===== src/rtl/vec_dot_loader.sv =====
// Serial-to-parallel feeder for the 16-lane Q4.11 dot-product engine: fills two lane vectors,
// runs the engine and captures its result. Optional shadow buffer: VEC_LOADER_PREFETCH_EN.
module vec_dot_loader #(
  parameter int unsigned LANES = 16,
  parameter int unsigned DW    = 16
) (
  input  logic                  clk,
  input  logic                  rst,
  input  logic                  in_valid,
  output logic                  in_ready,
  input  logic [DW-1:0]         in_a,
  input  logic [DW-1:0]         in_b,
  input  logic                  in_last,
  output logic [LANES*DW-1:0]   vec_a,
  output logic [LANES*DW-1:0]   vec_b,
  output logic                  dot_en,
  input  logic                  dot_finish,
  input  logic [DW-1:0]         dot_in,
  output logic                  res_valid,
  output logic [DW-1:0]         res_data,
  output logic                  busy
);

  localparam int unsigned VW = LANES * DW;
  localparam int unsigned CW = $clog2(LANES + 1);
  localparam logic [CW-1:0] LastLane = CW'(LANES - 1);

  localparam logic [1:0] StFill  = 2'd0;
  localparam logic [1:0] StRun   = 2'd1;
  localparam logic [1:0] StDrain = 2'd2;
  localparam logic [1:0] StGap   = 2'd3;

  logic [1:0]    state_q, state_d;
  logic [CW-1:0] cnt_q, cnt_d;
  logic [VW-1:0] va_q, va_d, vb_q, vb_d;
  logic          rv_q, rv_d;
  logic [DW-1:0] rd_q, rd_d;
  logic          accept;

`ifdef VEC_LOADER_PREFETCH_EN
  logic [VW-1:0] sa_q, sa_d, sb_q, sb_d;
  logic [CW-1:0] scnt_q, scnt_d;
  logic          sdone_q, sdone_d;

  // Outside FILL, pairs go to the shadow buffer until it holds a complete vector.
  assign in_ready = rst && ((state_q == StFill) || !sdone_q);
`else
  assign in_ready = rst && (state_q == StFill);
`endif

  assign accept = in_valid && in_ready;

  always_comb begin
    state_d = state_q;
    cnt_d   = cnt_q;
    va_d    = va_q;
    vb_d    = vb_q;
    rv_d    = 1'b0;
    rd_d    = rd_q;
`ifdef VEC_LOADER_PREFETCH_EN
    sa_d    = sa_q;
    sb_d    = sb_q;
    scnt_d  = scnt_q;
    sdone_d = sdone_q;
    if (accept && (state_q != StFill)) begin
      sa_d[scnt_q*DW +: DW] = in_a;
      sb_d[scnt_q*DW +: DW] = in_b;
      scnt_d                = scnt_q + CW'(1);
      sdone_d               = in_last || (scnt_q == LastLane);
    end
`endif
    case (state_q)
      StFill: begin
        // Unwritten lanes are already zero: the buffer is cleared on the way back to FILL.
        if (accept) begin
          va_d[cnt_q*DW +: DW] = in_a;
          vb_d[cnt_q*DW +: DW] = in_b;
          cnt_d                = cnt_q + CW'(1);
          if (in_last || (cnt_q == LastLane)) begin
            state_d = StRun;
          end
        end
      end
      StRun: begin
        if (dot_finish) begin
          rd_d    = dot_in;
          rv_d    = 1'b1;
          state_d = StDrain;
        end
      end
      StDrain: begin
        state_d = StGap;
      end
      default: begin
`ifdef VEC_LOADER_PREFETCH_EN
        // Hand over the shadow contents, including a pair accepted in this very cycle.
        va_d    = sa_d;
        vb_d    = sb_d;
        cnt_d   = scnt_d;
        state_d = sdone_d ? StRun : StFill;
        sa_d    = '0;
        sb_d    = '0;
        scnt_d  = '0;
        sdone_d = 1'b0;
`else
        va_d    = '0;
        vb_d    = '0;
        cnt_d   = '0;
        state_d = StFill;
`endif
      end
    endcase
  end

  always_ff @(posedge clk) begin
    if (!rst) begin
      state_q <= StFill;
      cnt_q   <= '0;
      va_q    <= '0;
      vb_q    <= '0;
      rv_q    <= 1'b0;
      rd_q    <= '0;
`ifdef VEC_LOADER_PREFETCH_EN
      sa_q    <= '0;
      sb_q    <= '0;
      scnt_q  <= '0;
      sdone_q <= 1'b0;
`endif
    end else begin
      state_q <= state_d;
      cnt_q   <= cnt_d;
      va_q    <= va_d;
      vb_q    <= vb_d;
      rv_q    <= rv_d;
      rd_q    <= rd_d;
`ifdef VEC_LOADER_PREFETCH_EN
      sa_q    <= sa_d;
      sb_q    <= sb_d;
      scnt_q  <= scnt_d;
      sdone_q <= sdone_d;
`endif
    end
  end

  assign vec_a     = va_q;
  assign vec_b     = vb_q;
  assign dot_en    = (state_q == StRun) || (state_q == StDrain);
  assign res_valid = rv_q;
  assign res_data  = rd_q;
  assign busy      = !((state_q == StFill) && (cnt_q == '0));

endmodule

===== config.mk =====
export PLATFORM = sky130hd
export DESIGN_NAME = vec_dot_loader
export DESIGN_NICKNAME = d
export VERILOG_FILES = /design/src/rtl/vec_dot_loader.sv
export SDC_FILE = /design/constraint.sdc
export NUM_CORES = 1
export LEC_CHECK = 0
export ABC_AREA = 0
export BUFFER_PORTS_ARGS = -buffer_cell sky130_fd_sc_hd__clkbuf_2
export CAP_MARGIN = 5
export CELL_PAD_IN_SITES_DETAIL_PLACEMENT = 1
export CELL_PAD_IN_SITES_GLOBAL_PLACEMENT = 1
export CORE_ASPECT_RATIO = 1.4
export CORE_MARGIN = 2
export CORE_UTILIZATION = 36
export CTS_BUF_LIST = sky130_fd_sc_hd__clkbuf_4
export DETAILED_ROUTE_END_ITERATION = 7
export HOLD_SLACK_MARGIN = 0.08
export PLACE_DENSITY = 0.89
export SKIP_LAST_GASP = 1
export SYNTH_ARGS = -nofsm -noshare
export SYNTH_HDL_FRONTEND = slang
export SYNTH_SLANG_ARGS = --single-unit

===== constraint.sdc =====
create_clock -name clk -period 2.8 [get_ports clk]
set_clock_uncertainty 0.05 [all_clocks]
set_input_delay 0.14 -clock clk [delete_from_list [all_inputs] [get_ports clk]]
set_output_delay 0.14 -clock clk [all_outputs]
set_load 0.01 [all_outputs]

; Word level (Yosys, flattened, before mapping)
; Index checks and enable logic that the tools add are counted.
[word_totals]
rom_bits = 0
inputBits = 53
n_memories = 0
elab_cells = 44
mem_bits_rw = 0
latch_bits = 0
register_bits = 536
[classes]
add_sub_neg = 2
shift = 3
div_mod_pow = 0
n_lt_le_gt_ge = 0
n_mux = 13
reduce_logical = 13
mul = 0
n_eq_ne = 6
n_bitwise = 1
[op_table]
columns = op, count
row1 = 256-bit one-hot mux with 2 select lines, 2
row2 = 256-bit bitwise mux, 2
row3 = 256-bit two-way mux, 2
row4 = 16-bit by 34-bit indexed part select with 256-bit output, 2
row5 = "16-bit by 34-bit variable shift with 256-bit output, first input constant", 1
row6 = 9-bit negation with 34-bit output, 1
row7 = 5-bit one-hot mux with 2 select lines, 1
row8 = 2-bit two-way mux, 3
row9 = 2-bit one-hot mux with 3 select lines, 1
row10 = 2-bit AND reduction, 3
row11 = "5-bit by 1-bit adder with 5-bit output, second input constant", 1
row12 = "5-bit by 4-bit equality test with 1-bit output, second input constant", 1
row13 = 5-bit zero test, 1
row14 = 5-bit two-way mux, 1
row15 = "2-bit != test, second input constant", 2
row16 = 1-bit logical AND, 3
row17 = 3-bit AND reduction, 1
row18 = "2-bit by 1-bit equality test with 1-bit output, second input constant", 1
row19 = "2-bit equality test, second input constant", 1
row20 = 2-bit zero test, 1
row21 = 1-bit logical OR, 2
row22 = "2-bit by 1-bit != test with 1-bit output, second input constant", 1
row23 = 2-bit OR reduction, 1
row24 = 1-bit zero test, 1
row25 = 2 further kinds, 2

; Depth between registers and ports, before layout
; Gate-level depths: netlist of the first run.
[depth]
depth_word = 5
depth_mapped = 14
mapped_depth_nobuf = 9

; Worst setup path before layout of the first run
; No wires, ideal clock.
[synth_path]
path_type = flip-flop to flip-flop
from = register cnt_q[0]
to = register vb_q[36], in the netlist vec_b[36]
path_slack_ps = -157
n_path_buf = 5
synth_period_minus_slack_ps = 2957
t_arrival_ps = 2778
setup_time_ps = 128
stages_incl_launch_ff = 15
path_cell_list = dfxtp_1 > buf_4 > inv_1 > ha_1 > buf_2 > nor3b_1 > ha_1 > nor2b_1 > nand4b_1 > buf_4 > or4_1 > buf_2 > buf_2 > nand3_1 > o21ai_0
[synth_via]
elab_chain_len = 5
word_cells_on_any_way = 6
classes_between = 1 x add/sub / 2 x shift / 3 x mux
[synth_lines]
columns = element, line
row1 = start: declaration, 34  ; logic [CW-1:0] cnt_q, cnt_d;
row2 = start signal: assignment, 131  ; cnt_q <= cnt_d;
row3 = 9-bit negation with 34-bit output (*), 77  ; vb_d[cnt_q*DW +: DW] = in_b;
row4 = 16-bit by 34-bit indexed part select with 256-bit output or 16-bit by 34-bit variable shift with 256-bit output (tied branches), 77
row5 = 256-bit bitwise mux (*), 77
row6 = 256-bit two-way mux (*), 75  ; if (accept) begin
row7 = 256-bit one-hot mux with 2 select lines (*), 72  ; case (state_q)
row8 = end signal: assignment, 133  ; vb_q <= vb_d;
row9 = end: declaration, 35  ; logic [VW-1:0] va_q, va_d, vb_q, vb_d;
; Every way passes the cells marked *; elsewhere a longest branch is shown, timed or not. The select of a mux whose other input is x is not followed.
; A chain may end at the register's enable or synchronous reset.

; Worst setup path after layout of the first run
[layout_path]
from = register state_q[1]
to = register rd_q[4], in the netlist res_data[4]
[layout_via]
elab_chain_len = 2
[layout_lines]
columns = element, line
row1 = start: declaration, 33  ; logic [1:0] state_q, state_d;
row2 = start signal: assignment, 117  ; state_q <= StFill;
row3 = start signal: assignment, 130  ; state_q <= state_d;
row4 = 2-bit by 1-bit equality test with 1-bit output, 72
row5 = 2-bit AND reduction (no line), -
row6 = end signal: assignment, 135  ; rd_q <= rd_d;
row7 = end: declaration, 37  ; logic [DW-1:0] rd_q, rd_d;
; Every way passes these cells.

==> flow_summary_export.csv, run 1 <==
group,metric,value,unit
setup_path,r2r_slack,-1.0,ns
clock_network,clockBufferDepth,3,
routing,wirelength,112000,um
synthesis,yosysSeqAreaShare,55.6,%
synthesis,synth-edff-count,0,
floorplanning,die_h,278,um
timing,finalSetupViolCount,260,
finish,nets,2861,
run_status,status,"finished with violations",
floorplanning,die_w,200,um
setup_path,critPathRequiredTime,3.60,ns
run_status,violations,"capacitance limit, slew limit, setup timing",
setup_path,max_stage_delay,1.26,ns
routing,drc,0,
routing,wire_per_inst,30.9,um
timing,slew_viol_final,2,
timing,period_share,136,%
floorplanning,rows,100,
synthesis,ys.flop_type,"dfxtp_1",
clock_network,root_buffer,"clkbuf_4",
worst_hold_path,hold_path.class,"primary input to flop",
job,drv_cap,1,
power,max-vdd-ir-drop,652,uV
floorplanning,start_util,36.4,%
grt,grt-ovfl-total,0,
clock_network,clkLatencyLatePin,0.89,ns
setup_path,path_max_fanout,16,
finish,area_growth,45.0,%
grt,grt_pass1_vias,21800,
floorplanning,coreArea,53100,um2
timing,hold_viol_final,0,
clock_network,cts_tree,"done",
grt,grt_max_degree,161,
routing,antenna_left,0,
synthesis,syn_inst,2068,
placement,dpl.hpwl,53600,um
routing,route.vias.total,21600,
setup_path,crit_path_top_delay_cell,"a21boi_0",
power,power_density,693,nW/um2
placement,port_buffers,584,
setup_path,rr_startpoint,"state_q[1]$_SDFFE_PN0P_",
setup_path,path_class,"flop to flop",
timing,tightest_slew,1.67,ns
setup_path,r2r_end,"res_data[4]$_SDFFE_PN0P_",
floorplanning,top_level_ports,585,
grt,grt_first_pass_wirelength,133000,um
timing,min_period,3.80,ns
setup_path,worstRegToRegCells,7,
floorplanning,die-area,55500,um2
finish,layout-drive-gt1-share,39.8,%
power,leakage,12.3,nW
timing,rsz0062_at_grt,"yes",
routing,dr.pass1.iters,5,
clock_network,cts_buffers,134,
finish,finalNonFillerCells,3618,
timing,fmax,0.263,GHz
synthesis,netlist_area,19300,um2
setup_path,crit_chain,"inv_1, ha_1, and2_4, nand2_1, dlygate4sd3_1, a21boi_0, dlygate4sd3_1",
clock_network,cts.sinks,536,
placement,dpl.cell_count,3221,
synthesis,async_flop_share,0,%
setup_path,cp-end-kind,"flop",
setup_path,crit_path_start,"state_q[1]$_SDFFE_PN0P_",
setup_path,worstSetupStartpointType,"flop",
finish,fillCellCount,6089,
grt,grt_antenna_before_repair,13,
synthesis,syn_nets,2129,
routing,viasPerCell,5.97,
synthesis,syn_avg_cell_area,9.34,um2
timing,fin_ws,-0.998,ns
routing,drt_iter0_drc,1484,
setup_path,critPathCapture,"res_data[4]$_SDFFE_PN0P_",
finish,final_util,52.8,%
synthesis,synthDistinctLibCells,53,
clock_network,clk_pin_slew,0.12,ns
grt,track_usage,31.8,%
timing,maxSlewHeadroom,-12.2,%
placement,place_congestion,0.844,
setup_path,cp.arrival,4.59,ns
synthesis,ys_ff_latch,536,
setup_path,crit_top_cell,"dlygate4sd3_1",
clock_network,htree_levels,4,
synthesis,yosysWarnings,0,
-- critical path, delay by kind of cell (launching register included) --
kind	cells	cell delay [ns]
buffers and inverters	3	1.46
AO/OA/AOI/OAI	1	1.26
AND/OR/NAND/NOR	2	0.39
flip-flops	1	0.35
adder cells (fa/ha/maj)	1	0.25
-- placed cells by master, fill, tap and decap left out, types with 6 or more instances in the layout --
cell type,count
o21ai_0,53
nand3_2,105
a21boi_0,15
nor2b_1,6
a22o_1,144
buf_6,12
nor2_1,14
a32o_1,16
clkbuf_4,189
mux2i_1,127
diode_2,13
buf_4,40
clkbuf_2,583
buf_12,29
nand3_4,26
nor2_4,6
a21oi_1,6
clkbuf_16,21
dfxtp_1,534
ha_1,7
o21ai_2,63
nand2_1,462
o21ai_1,110
clkinv_1,21
nand3_1,96
dlygate4sd3_1,101
-- worst min-delay path by stage --
stage | from | to | slack (ns) | cells past startpoint
after floorplan | in_b[0] | vec_b[80]$_SDFFE_PN0P_ | 0.22 | 1
after global placement | dot_in[0] | res_data[0]$_SDFFE_PN0P_ | 0.32 | 3
after detailed placement | dot_in[3] | res_data[3]$_SDFFE_PN0P_ | 0.34 | 3
after CTS | rst | vec_b[170]$_SDFFE_PN0P_ | 0.16 | 4
after global routing | rst | res_data[12]$_SDFFE_PN0P_ | 0.22 | 3
final | rst | res_data[12]$_SDFFE_PN0P_ | 0.26 | 3
-- cells in the mapped netlist (16+ instances only) --
cell type,n,area share [%]
nand2_1,466,9.1
nand3_1,227,5.9
mux2i_1,128,6.6
dfxtp_1,536,56
nor2_1,22,0.43
a21boi_0,17,0.66
a22o_1,144,6.5
a32o_1,16,0.83
clkbuf_1,123,2.4
o21ai_0,186,4.8
buf_2,45,1.2
o21ai_1,35,0.91
-- flip-flops by register name, summed over array words and instances, names as in the netlist --
name       cells
res_data      16
res_valid      1
cnt_q          5
vec_a        256
vec_b        256
state_q        2
-- area by class of cell --
cell class | instances | area (um2) | share of cell area [%]
Sequential cell | 536 | 10700 | 38.3
Antenna cell | 13 | 32.5 | 0.116
Inverter | 6 | 22.5 | 0.0804
Clock buffer | 189 | 1420 | 5.07
Tap cell | 714 | 893 | 3.19
Timing Repair Buffer | 795 | 5690 | 20.3
Multi-Input combinational cell | 1327 | 8940 | 31.9
Clock inverter | 38 | 278 | 0.992
-- kinds of logic (layout without fill, tap and decap cells) --
logic type                 Yosys count  after routing  share of synthesized area [%]
AOI/OAI and AO/OA                  422            424                           14.7
muxes                              128            128                           6.63
other                                0             13                              0
xor gates and xnor gates             4              4                          0.181
and+or+nand+nor                    763            763                           17.5
adders and majority gates            8              8                          0.518
buffers and inverters              207           1028                           4.87
DFF                                536            536                           55.6
-- metal layers --
layer  global-route usage, %  wire length (um)  vias to the layer above
li1                        -                 -                     8676
met3                    10.6             11400                      738
met2                    52.1             51800                     1705
met1                    32.9             36900                    10500
met5                       0                30                        -
met4                    25.8             11800                        4
-- timing repair --
action,4_1_cts,5_1_grt
hold endpoints to repair,536,0
pin swaps,2,63
resized for setup,1,400
hold buffers,102,0
setup buffers,2,17
endpoints found under the setup margin,101,404
cloned,2,35
-- where the power goes --
part	internal [W]	switching [W]	leakage (nW)	total, W
sequential	0.00776	0.000129	4.32	0.00789
combinational	0.00111	0.00327	6.92	0.00438
clock	0.00349	0.00366	1.01	0.00715
-- metrics by stage --
stage / setup slack, ns / setup TNS, ns / instance area [um2] / total power (W) / hold WS (ns)
after floorplan: -0.0231 / -0.548 / 19300 / 0.0101 / 0.223
after global placement: 0.0431 / 0 / 23100 / 0.0113 / 0.323
after detailed placement: -0.0355 / -0.172 / 23100 / 0.0115 / 0.342
after CTS: -0.0413 / -0.233 / 25900 / 0.0184 / 0.155
after global routing: -0.918 / -51.45 / 28000 / 0.0200 / 0.221
final: -0.998 / -26.78 / 28000 / 0.0194 / 0.257
Note: power is estimated with default switching activity, not from simulation.
==> inputs of run 2 (changes only) <==
==> config.mk (replaced) <==
export PLATFORM = sky130hd
export DESIGN_NAME = vec_dot_loader
export DESIGN_NICKNAME = d
export VERILOG_FILES = /design/src/rtl/vec_dot_loader.sv
export SDC_FILE = /design/constraint.sdc
export NUM_CORES = 1
export LEC_CHECK = 0
export ABC_AREA = 0
export BUFFER_PORTS_ARGS = -buffer_cell sky130_fd_sc_hd__buf_4
export CAP_MARGIN = 5
export CELL_PAD_IN_SITES_DETAIL_PLACEMENT = 1
export CELL_PAD_IN_SITES_GLOBAL_PLACEMENT = 1
export CORE_AREA = 2 2 224 226
export CTS_BUF_LIST = sky130_fd_sc_hd__clkbuf_4
export DETAILED_ROUTE_END_ITERATION = 7
export DIE_AREA = 0 0 226 228
export HOLD_SLACK_MARGIN = 0.08
export PLACE_DENSITY = 0.92
export SKIP_LAST_GASP = 1
export SYNTH_ARGS = -nofsm -noshare
export SYNTH_HDL_FRONTEND = slang
export SYNTH_SLANG_ARGS = --single-unit
==> constraint.sdc (replaced) <==
create_clock -name clk -period 4.4 [get_ports clk]
set_clock_uncertainty 0.05 [all_clocks]
set_input_delay 0.22 -clock clk [delete_from_list [all_inputs] [get_ports clk]]
set_output_delay 0.22 -clock clk [all_outputs]
set_load 0.01 [all_outputs]
==> run 2 against run 1 <==
Against the previous run:
- the flow finishes with violations (capacitance limit, slew limit)
- utilization up 2.0 points
- hold slack worse by 0.057 ns
- combinational power down 40%
- critical path depth up 1
- sequential power down 36%
- non-clock buffer count down 47
- largest power group unchanged
- final area down 3.5%
- largest cell class unchanged
- clock-buffer cell count up 13
- power down 37%
- cell count down 2.8%
- first-iteration DRC count up 53%
- clock power down 36%
==> flow_summary_export.csv, run 2 (synthesis gave the netlist of run 1 again) <==
group,metric,value,unit
run_status,status,"finished with violations",
run_status,violations,"capacitance limit, slew limit",
timing,maxSlewHeadroom,-7.98,%
timing,fin_ws,0.00446,ns
power,max-vdd-ir-drop,403,uV
worst_hold_path,hold_path.class,"primary input to flop",
timing,rsz0062_at_grt,"no",
finish,final_util,54.8,%
setup_path,crit_path_start,"cnt_q[0]$_SDFFE_PN0P_",
routing,dr.pass1.iters,6,
setup_path,cp-end-kind,"flop",
grt,grt_first_pass_wirelength,159000,um
floorplanning,coreArea,49300,um2
clock_network,clkLatencyLatePin,1.01,ns
floorplanning,start_util,39.1,%
setup_path,critPathRequiredTime,5.12,ns
placement,dpl_cell_area,24000,um2
timing,slew_viol_final,2,
routing,drc,0,
clock_network,cts_tree,"done",
setup_path,rr_startpoint,"cnt_q[0]$_SDFFE_PN0P_",
finish,fillCellCount,5590,
setup_path,r2r_end,"vec_b[10]$_SDFFE_PN0P_",
timing,whs,0.199,ns
power,power_density,452,nW/um2
clock_network,clk_pin_slew,0.09,ns
setup_path,path_max_fanout,15,
routing,antenna_left,0,
finish,nets,2819,
grt,grt_pass1_vias,23100,
routing,wire_per_inst,31.5,um
setup_path,r2r_slack,0.004,ns
worst_hold_path,hold_depth,4,
clock_network,htree_levels,4,
routing,wirelength,111000,um
floorplanning,top_level_ports,585,
floorplanning,die_w,226,um
grt,grt_antenna_before_repair,15,
job,drv_cap,1,
placement,dpl.hpwl,56200,um
timing,fin_setup_tns,0,ns
routing,drt_iter0_drc,2265,
finish,area_growth,39.9,%
finish,mostFrequentLayoutCell,"buf_4",
routing,viasPerCell,6.08,
timing,period_share,99.9,%
clock_network,clockBufferDepth,3,
setup_path,worstSetupStartpointType,"flop",
worst_hold_path,min-delay-start,"in_b[3]",
grt,grt_max_degree,143,
placement,place_worst_setup_slack,0.602,ns
clock_network,root_buffer,"clkbuf_4",
floorplanning,die_h,228,um
timing,finalSetupViolCount,0,
finish,layout-drive-gt1-share,30.9,%
placement,place_congestion,0.905,
power,leakage,12.0,nW
worst_hold_path,hold_end,"vec_b[195]$_SDFFE_PN0P_",
grt,track_usage,42.8,%
setup_path,cp.arrival,5.12,ns
setup_path,path_class,"flop to flop",
timing,fmax,0.228,GHz
floorplanning,die-area,51500,um2
placement,port_buffers,584,
clock_network,cts_buffers,141,
routing,route.vias.total,21400,
clock_network,cts_setup_buffers,0,
finish,design_area,27000,um2
clock_network,cts.sinks,536,
finish,final_cell_mix,"612 x buf_4, 535 x dfxtp_1, 463 x nand2_1",
setup_path,worstRegToRegCells,8,
timing,min_period,4.40,ns
timing,hold_viol_final,0,
timing,tightest_slew,1.60,ns
floorplanning,rows,82,
grt,grt-ovfl-total,0,
## run 2: changes by cell type in the layout (fill, tap and decap cells not counted), moves of 58 or more
cell,previous run,this run
o21ai_1,110,37
o21ai_2,63,5
nand3_2,105,1
nand3_1,96,226
buf_4,40,612
o21ai_0,53,184
clkbuf_2,583,0
## run 2: worst max-delay path by stage
stage	endpoint	slack, ns
finish	vec_b[10]$_SDFFE_PN0P_	0.004
global route	vec_b[76]$_SDFFE_PN0P_	0.09
CTS	vec_b[39]$_SDFFE_PN0P_	0.60
detailed placement	vec_b[39]$_SDFFE_PN0P_	0.60
global placement	vec_a[43]$_SDFFE_PN0P_	0.98
floorplan	vec_b[36]$_SDFFE_PN0P_	1.44
## run 2: cell type report
cell class                 instances  area (um2)  share of cell area, %
tap                              672         841                   3.11
inverter                           6        22.5                 0.0833
clock inverter                    21         148                  0.546
antenna                            6        15.0                 0.0556
multi-input combinational       1325        7770                   28.7
sequential                       536       10700                   39.7
timing repair buffer             748        5990                   22.1
clock buffer                     202        1520                   5.61
## run 2: worst max-delay path, stage by stage (launching register included)
cell	delay, ns
dfxtp_2	0.52
inv_1	0.15
ha_1	0.35
nor3b_1	0.21
ha_1	0.33
or3_1	0.43
nor4_2	0.35
nand2_1	0.40
o21ai_0	1.35
## run 2: through the flow
step                instances  total power [W]
floorplan                2068          0.00639
global placement         3153          0.00711
detailed placement       3153          0.00722
CTS                      3509           0.0117
global route             3511           0.0125
finish                   3516           0.0122
## run 2: timing repair
item | in CTS | in global routing
hold endpoints to repair | 536 | 0
setup endpoints to repair | 0 | 4
gates resized for setup | 0 | 3
hold buffers | 133 | 0
## run 2: routing by layer
| metal | part of all wire [%] | vias up | global-route usage (%) |
|---|---|---|---|
| li1 | - | 8554 | - |
| met3 | 14 | 719 | 23.6 |
| met2 | 43 | 1752 | 62.4 |
| met4 | 9.1 | 10 | 35.7 |
| met1 | 34 | 10400 | 44.6 |
| met5 | 0.16 | - | 2.56 |
## run 2: report_power, final
group | total, W | switching, W | internal [W]
registers | 0.00504 | 0.0000999 | 0.00494
logic | 0.00261 | 0.00201 | 0.000601
clock network | 0.00457 | 0.00237 | 0.00220
total | 0.0122 | 0.00448 | 0.00774
